File: src/rtl/dpram_arb_pkg.sv
// Shared types, widths and the round-robin pick helper for the DPRAM
// port-A arbiter and any other small arbiter in the core.
package dpram_arb_pkg;

    typedef enum logic {
        ARB    = 1'b0,
        LOCKED = 1'b1
    } arb_state_t;

    // Pointer width is sized for the largest supported requester count (8),
    // so one encoding serves every NUM_REQ in 2..8.
    localparam int MAX_REQ = 8;
    localparam int PTR_W   = $clog2(MAX_REQ);
    localparam int CNT_W   = 8;

    // One-hot pick of the first set bit of req, searching upward from ptr+1
    // and wrapping modulo n. Bits at or above n must be zero.
    function automatic logic [MAX_REQ-1:0] rr_pick(
        input logic [MAX_REQ-1:0] req,
        input logic [PTR_W-1:0]   ptr,
        input int                 n
    );
        logic [MAX_REQ-1:0] pick;
        logic               found;
        logic [PTR_W-1:0]   idx;
        pick  = '0;
        found = 1'b0;
        idx   = '0;
        for (int k = 1; k <= MAX_REQ; k++) begin
            if (k <= n) begin
                idx = PTR_W'((int'(ptr) + k) % n);
                if (!found && req[idx]) begin
                    pick[idx] = 1'b1;
                    found     = 1'b1;
                end
            end
        end
        return pick;
    endfunction

endpackage

File: src/rtl/rr_select.sv
// Combinational round-robin selector: rotate past the last winner,
// priority-encode, and return a one-hot grant in requester order.
module rr_select
    import dpram_arb_pkg::*;
#(
    parameter int N = 3
) (
    input  logic [N-1:0]     req,
    input  logic [PTR_W-1:0] ptr,
    output logic [N-1:0]     gnt
);

    logic [MAX_REQ-1:0] req_pad;

    // Pad to the helper's fixed width and truncate the pick back to N.
    always_comb begin
        req_pad = MAX_REQ'(req);
        gnt     = N'(rr_pick(req_pad, ptr, N));
    end

endmodule

File: src/rtl/dpram_port_arbiter.sv
// Port-A arbiter for the core's dual-port RAM. Round-robin among NUM_REQ
// requesters with an optional bounded burst lock; the grant goes to the RAM
// combinationally and read data comes back tagged one cycle later.
// Build option: DPRAM_ARB_FIXED_PRIO_EN gives requester 0 (CPU) absolute
// priority in arbitration and lets it cut short another requester's lock.
//
// state  | meaning
// -------+-------------------------------------------------------------
// ARB    | round-robin arbitration from rr_ptr+1
// LOCKED | only lock_owner may be granted; lock_cnt bounds the hold time
module dpram_port_arbiter
    import dpram_arb_pkg::*;
#(
    parameter int ADDR_W    = 13,
    parameter int DATA_W    = 8,
    parameter int NUM_REQ   = 3,
    parameter int BURST_MAX = 16
) (
    input  logic                      clk_sys,
    input  logic                      reset,
    input  logic                      ce,
    input  logic [NUM_REQ-1:0]        req,
    input  logic [NUM_REQ-1:0]        req_we,
    input  logic [NUM_REQ-1:0]        req_lock,
    input  logic [NUM_REQ*ADDR_W-1:0] req_addr,
    input  logic [NUM_REQ*DATA_W-1:0] req_wdata,
    output logic [NUM_REQ-1:0]        gnt,
    output logic [NUM_REQ-1:0]        rvalid,
    output logic [DATA_W-1:0]         rdata,
    output logic                      ram_ce,
    output logic [ADDR_W-1:0]         ram_addr,
    output logic [DATA_W-1:0]         ram_data,
    output logic                      ram_wren,
    input  logic [DATA_W-1:0]         ram_q
);

    arb_state_t          state, state_nxt;
    logic [PTR_W-1:0]    rr_ptr, rr_ptr_nxt;
    logic [PTR_W-1:0]    lock_owner, lock_owner_nxt;
    logic [CNT_W-1:0]    lock_cnt, lock_cnt_nxt;
    logic [NUM_REQ-1:0]  rd_pend, rd_pend_nxt;

    logic [NUM_REQ-1:0]  rr_req;
    logic [NUM_REQ-1:0]  rr_gnt;
    logic [NUM_REQ-1:0]  owner_onehot;
    logic [PTR_W-1:0]    win_idx;
    logic                active;
    logic                win_lock;
    logic                owner_lock;
    logic                cnt_at_max;
    logic                cpu_preempt;

`ifdef DPRAM_ARB_FIXED_PRIO_EN
    // CPU is handled outside the rotation; the others rotate among themselves.
    assign rr_req = {req[NUM_REQ-1:1], 1'b0};
`else
    assign rr_req = req;
`endif

    rr_select #(
        .N(NUM_REQ)
    ) u_rr_select (
        .req(rr_req),
        .ptr(rr_ptr),
        .gnt(rr_gnt)
    );

    // Grant decode and RAM port mux; everything is zero without a grant.
    always_comb begin
        gnt          = '0;
        win_idx      = '0;
        ram_addr     = '0;
        ram_data     = '0;
        ram_wren     = 1'b0;
        active       = ce && !reset;
        owner_onehot = NUM_REQ'(1) << lock_owner;
        cpu_preempt  = 1'b0;
`ifdef DPRAM_ARB_FIXED_PRIO_EN
        cpu_preempt  = req[0] && (lock_owner != '0);
`endif
        if (active) begin
            if (state == ARB) begin
`ifdef DPRAM_ARB_FIXED_PRIO_EN
                gnt = req[0] ? NUM_REQ'(1) : rr_gnt;
`else
                gnt = rr_gnt;
`endif
            end else begin
                gnt = req & owner_onehot;
            end
        end
        for (int i = 0; i < NUM_REQ; i++) begin
            if (gnt[i]) begin
                win_idx  = PTR_W'(i);
                ram_addr = req_addr[i*ADDR_W +: ADDR_W];
                ram_data = req_wdata[i*DATA_W +: DATA_W];
                ram_wren = req_we[i];
            end
        end
        ram_ce     = |gnt;
        win_lock   = |(gnt & req_lock);
        owner_lock = |(req_lock & owner_onehot);
        // lock_cnt counts cycles already held, including the taking grant.
        cnt_at_max = (9'(lock_cnt) + 9'd1) >= 9'(BURST_MAX);
    end

    // Next-state logic; nothing moves on a ce=0 cycle.
    always_comb begin
        state_nxt      = state;
        rr_ptr_nxt     = rr_ptr;
        lock_owner_nxt = lock_owner;
        lock_cnt_nxt   = lock_cnt;
        rd_pend_nxt    = rd_pend;
        if (active) begin
            rd_pend_nxt = gnt & ~req_we;
            if (state == ARB) begin
                if (|gnt) begin
                    rr_ptr_nxt = win_idx;
                    if (win_lock && (BURST_MAX > 1)) begin
                        state_nxt      = LOCKED;
                        lock_owner_nxt = win_idx;
                        lock_cnt_nxt   = CNT_W'(1);
                    end
                end
            end else begin
                lock_cnt_nxt = lock_cnt + 1'b1;
                if (!owner_lock || cnt_at_max || cpu_preempt) begin
                    state_nxt    = ARB;
                    lock_cnt_nxt = '0;
                end
            end
        end
    end

    // State registers with asynchronous reset; reset drops any lock and
    // any pending read tag.
    always_ff @(posedge clk_sys or posedge reset) begin
        if (reset) begin
            state      <= ARB;
            rr_ptr     <= PTR_W'(NUM_REQ - 1);
            lock_owner <= '0;
            lock_cnt   <= '0;
            rd_pend    <= '0;
        end else begin
            state      <= state_nxt;
            rr_ptr     <= rr_ptr_nxt;
            lock_owner <= lock_owner_nxt;
            lock_cnt   <= lock_cnt_nxt;
            rd_pend    <= rd_pend_nxt;
        end
    end

    assign rvalid = rd_pend;
    assign rdata  = ram_q;

endmodule

File: config.mk
export PLATFORM = sky130hd
export DESIGN_NAME = dpram_port_arbiter
export DESIGN_NICKNAME = d
export VERILOG_FILES = /design/src/rtl/dpram_arb_pkg.sv /design/src/rtl/rr_select.sv /design/src/rtl/dpram_port_arbiter.sv
export SDC_FILE = /design/constraint.sdc
export NUM_CORES = 1
export LEC_CHECK = 0
export ABC_AREA = 1
export BUFFER_PORTS_ARGS = -buffer_cell sky130_fd_sc_hd__buf_4
export CELL_PAD_IN_SITES_DETAIL_PLACEMENT = 1
export CELL_PAD_IN_SITES_GLOBAL_PLACEMENT = 1
export CORE_MARGIN = 4
export CORE_UTILIZATION = 31
export CTS_CLUSTER_SIZE = 14
export DETAILED_ROUTE_END_ITERATION = 8
export PLACE_DENSITY_LB_ADDON = 0.1
export SLEW_MARGIN = 20
export SYNTH_ARGS = -nofsm -noshare
export SYNTH_HDL_FRONTEND = slang
export SYNTH_SLANG_ARGS = --single-unit
File: constraint.sdc
create_clock -name clk_sys -period 6.8 [get_ports clk_sys]
set_input_delay 0 -clock clk_sys [delete_from_list [all_inputs] [get_ports clk_sys]]
set_output_delay 0 -clock clk_sys [all_outputs]
set_load 0.01 [all_outputs]
==> qor.yml <==
drt-total-wl_um: 6750
start_util_pct: 32.2
synthCells: 330
final_design_area_no_fill_mm2: 0.00287
grt_usage_pct: 16.8
min_period_over_period_pct: 48.9
status: "finished, final reports clean"
ys_seq_area_share_pct: 19.4
wl_per_cell_um: 13.6
critPathArrivalTime_ps: 3320
die_w_um: 89.7
nNetsFinal: 513
path_clk_slew_ps: 60
clockBufferDepth: 2
timing.final.ws_setup_ps: 3480
tightest_slew_ps: 1010
diodes: 0
p_leak_nw: 1.60
die_height_um: 89.7
ys_ff_latch: 16
r2r-end: "rr_ptr[1]"
cts_resized: 0
dpl.hpwl_um: 5470
cp_max_fo: 47
dp_slack_ps: 3660
r2r_slack_ps: 3680
core_area_mm2: 0.00642
area_growth_pct: 38.6
die-area_mm2: 0.00805
drtIter0Drc: 50
syn-num-nets: 423
tritoncts: "yes"
crit_required_ps: 6800
finalMaxSlewViolations: 0
rsz0062_at_grt: "false"
grt_pass1_wl_um: 11500
startpoint_type: "flop"
insertion_delay_ps: 260
final_core_util_pct: 44.7
via_per_inst: 4.72
fmax_mhz: 301
synth_area_per_cell_um2: 6.27
netlist-cell-type-count: 28
setup_viol: 0
vias: 2340
io_pins: 120
drtPass1Iterations: 4
drive_gt1_share_pct: 41.1
gp_congestion: 0.767
grt_overflow: 0
worstHoldPathCells: 0
drc: 0
num-fill-cells: 872
hold_end: "rdata[2]"
numCtsBuffers: 3
grt_pass1_vias: 2497
num_rows: 29
skew_ps: 4.08
syn_area_mm2: 0.00207
yosysWarnings: 0
cap_viol_max_count: 0
min_period_ps: 3320
ant_nets: 0
slew_headroom_pct: 32.2
max_stage_delay_ps: 740
worstSetupEndpointType: "output pin"
critical_path_class: "reg -> out"
grt_max_degree: 48
final.setup.tns_ps: 0
io_buffers: 103
place_area_mm2: 0.00278
power.density_mw_per_mm2: 311
root_buffer: "clkbuf_8"
post_cts_buffers: 0
min_from: "ram_q[2]"
finalHoldViolCount: 0
grt_antenna_before_repair: 0
htreeDepth: 1
max-vdd-ir-drop_mv: 0.0967
cts.sinks: 16
cpMaxStageDelayCell: "nand2_2"
hold_class: "in -> out"
r2r-start: "rr_ptr[1]"
cp_cell_sequence: "inv_1, ha_1, nand2_1, a21oi_2, nand2_2, nand3_1, nand2_1, inv_1, nand2_1, nand2_2, o21ai_0, inv_1, a21oi_1, buf_4"
reg2reg_depth: 16
-- cell families (layout without fill, tap and decap cells) --
| kind of cell | Yosys count | count (layout) | share of synthesized area (%) |
|---|---|---|---|
| flip-flops | 16 | 16 | 19.4 |
| adder cells (fa/ha/maj) | 10 | 10 | 6.05 |
| AO/OA/AOI/OAI | 50 | 50 | 18.8 |
| buffers and inverters | 91 | 180 | 20.4 |
| XOR/XNOR | 2 | 2 | 0.847 |
| AND/OR/NAND/NOR | 161 | 161 | 34.5 |
-- worst max path at each step --
stage                       end  slack, ps  startpoint
floorplan             rr_ptr[0]       4590   rr_ptr[1]
global placement      rr_ptr[0]       3780   rr_ptr[1]
detailed placement    rr_ptr[0]       3660   rr_ptr[1]
CTS                 ram_data[7]       3430   rr_ptr[1]
global route        ram_data[7]       3130   rr_ptr[1]
finish              ram_data[7]       3480   rr_ptr[1]
-- routing by layer --
metal | vias to the layer above | wire (um) | GRT usage, % | part of all wire, %
li1 | 1196 | - | - | -
met1 | 1064 | 2770 | 19.5 | 41
met2 | 74 | 3220 | 28.8 | 48
met3 | 6 | 695 | 7.35 | 10
met4 | 0 | 67 | 3.58 | 0.99
met5 | - | 0 | 0 | 0
-- sequential cells by signal, indices dropped and copies added, names as in the netlist --
| name | cells |
|---|---|
| rr_ptr | 2 |
| lock_owner | 2 |
| state | 1 |
| rvalid | 3 |
| lock_cnt | 8 |
-- area by class of cell --
cell class                      count  area (um^2)  area share, %
Timing Repair Buffer              106          803           28.0
Clock buffer                        4         55.1           1.92
Inverter                           70          263           9.16
Tap cell                           77         96.3           3.36
Sequential cell                    16          402           14.0
Multi-Input combinational cell    223         1250           43.5
-- cells in the mapped netlist (all sizes together) --
| cell type | instances | area [um^2] |
|---|---|---|
| o21ai | 25 | 193 |
| inv | 70 | 263 |
| nor3 | 1 | 5.00 |
| dfrtp | 15 | 375 |
| or2 | 1 | 6.26 |
| xnor2 | 1 | 8.76 |
| nor2 | 36 | 138 |
| nand4 | 5 | 37.5 |
| a21oi | 25 | 196 |
| nand2 | 66 | 260 |
| clkbuf | 1 | 3.75 |
| xor2 | 1 | 8.76 |
| nand3 | 51 | 260 |
| dfstp | 1 | 26.3 |
| ha | 10 | 125 |
| buf | 20 | 155 |
| nand3b | 1 | 7.51 |
-- where the power goes --
part / total (mW) / internal (mW) / switching, mW
sequential: 0.154 / 0.123 / 0.0309
clock: 0.0876 / 0.0515 / 0.0361
combinational: 0.650 / 0.268 / 0.381
-- per-stage QoR --
step	power [mW]	hold slack, ps	cells
3_3_place_gp	0.802	0.0686	489
5_1_grt	0.987	0.0178	496
3_5_place_dp	0.815	0.0686	489
4_1_cts	0.908	0.0686	496
6_report	0.891	0.00448	496
2_1_floorplan	0.595	-70.9	330
-- worst max-delay path: cells and delay by family, from the launching register on --
kind,cells,cell delay [ps]
buf+inv,4,400
fa+ha+maj,1,430
simple gates,6,1190
compound gates,3,470
flops,1,560
-- cell usage in the layout (no fill, tap or decap) --
cell type / count
nand2_1: 62
nand3b_1: 1
ha_1: 10
o21ai_2: 18
a21oi_1: 6
nand4_2: 1
nand4_1: 4
buf_4: 103
or2_1: 1
clkbuf_8: 4
nor3_1: 1
dlygate4sd3_1: 3
inv_1: 50
o21ai_1: 1
o21ai_0: 6
xor2_1: 1
nand3_2: 1
nand3_1: 50
dfrtp_1: 15
inv_2: 20
nor2_2: 1
xnor2_1: 1
nand2_4: 1
a21oi_2: 19
dfstp_2: 1
nor2_1: 35
nand2_2: 3
-- repair_timing --
action,CTS,global route
endpoints found under the hold margin,17,0
endpoints found under the setup margin,0,0
hold buffers,3,0
(Power assumes the default switching activity.)
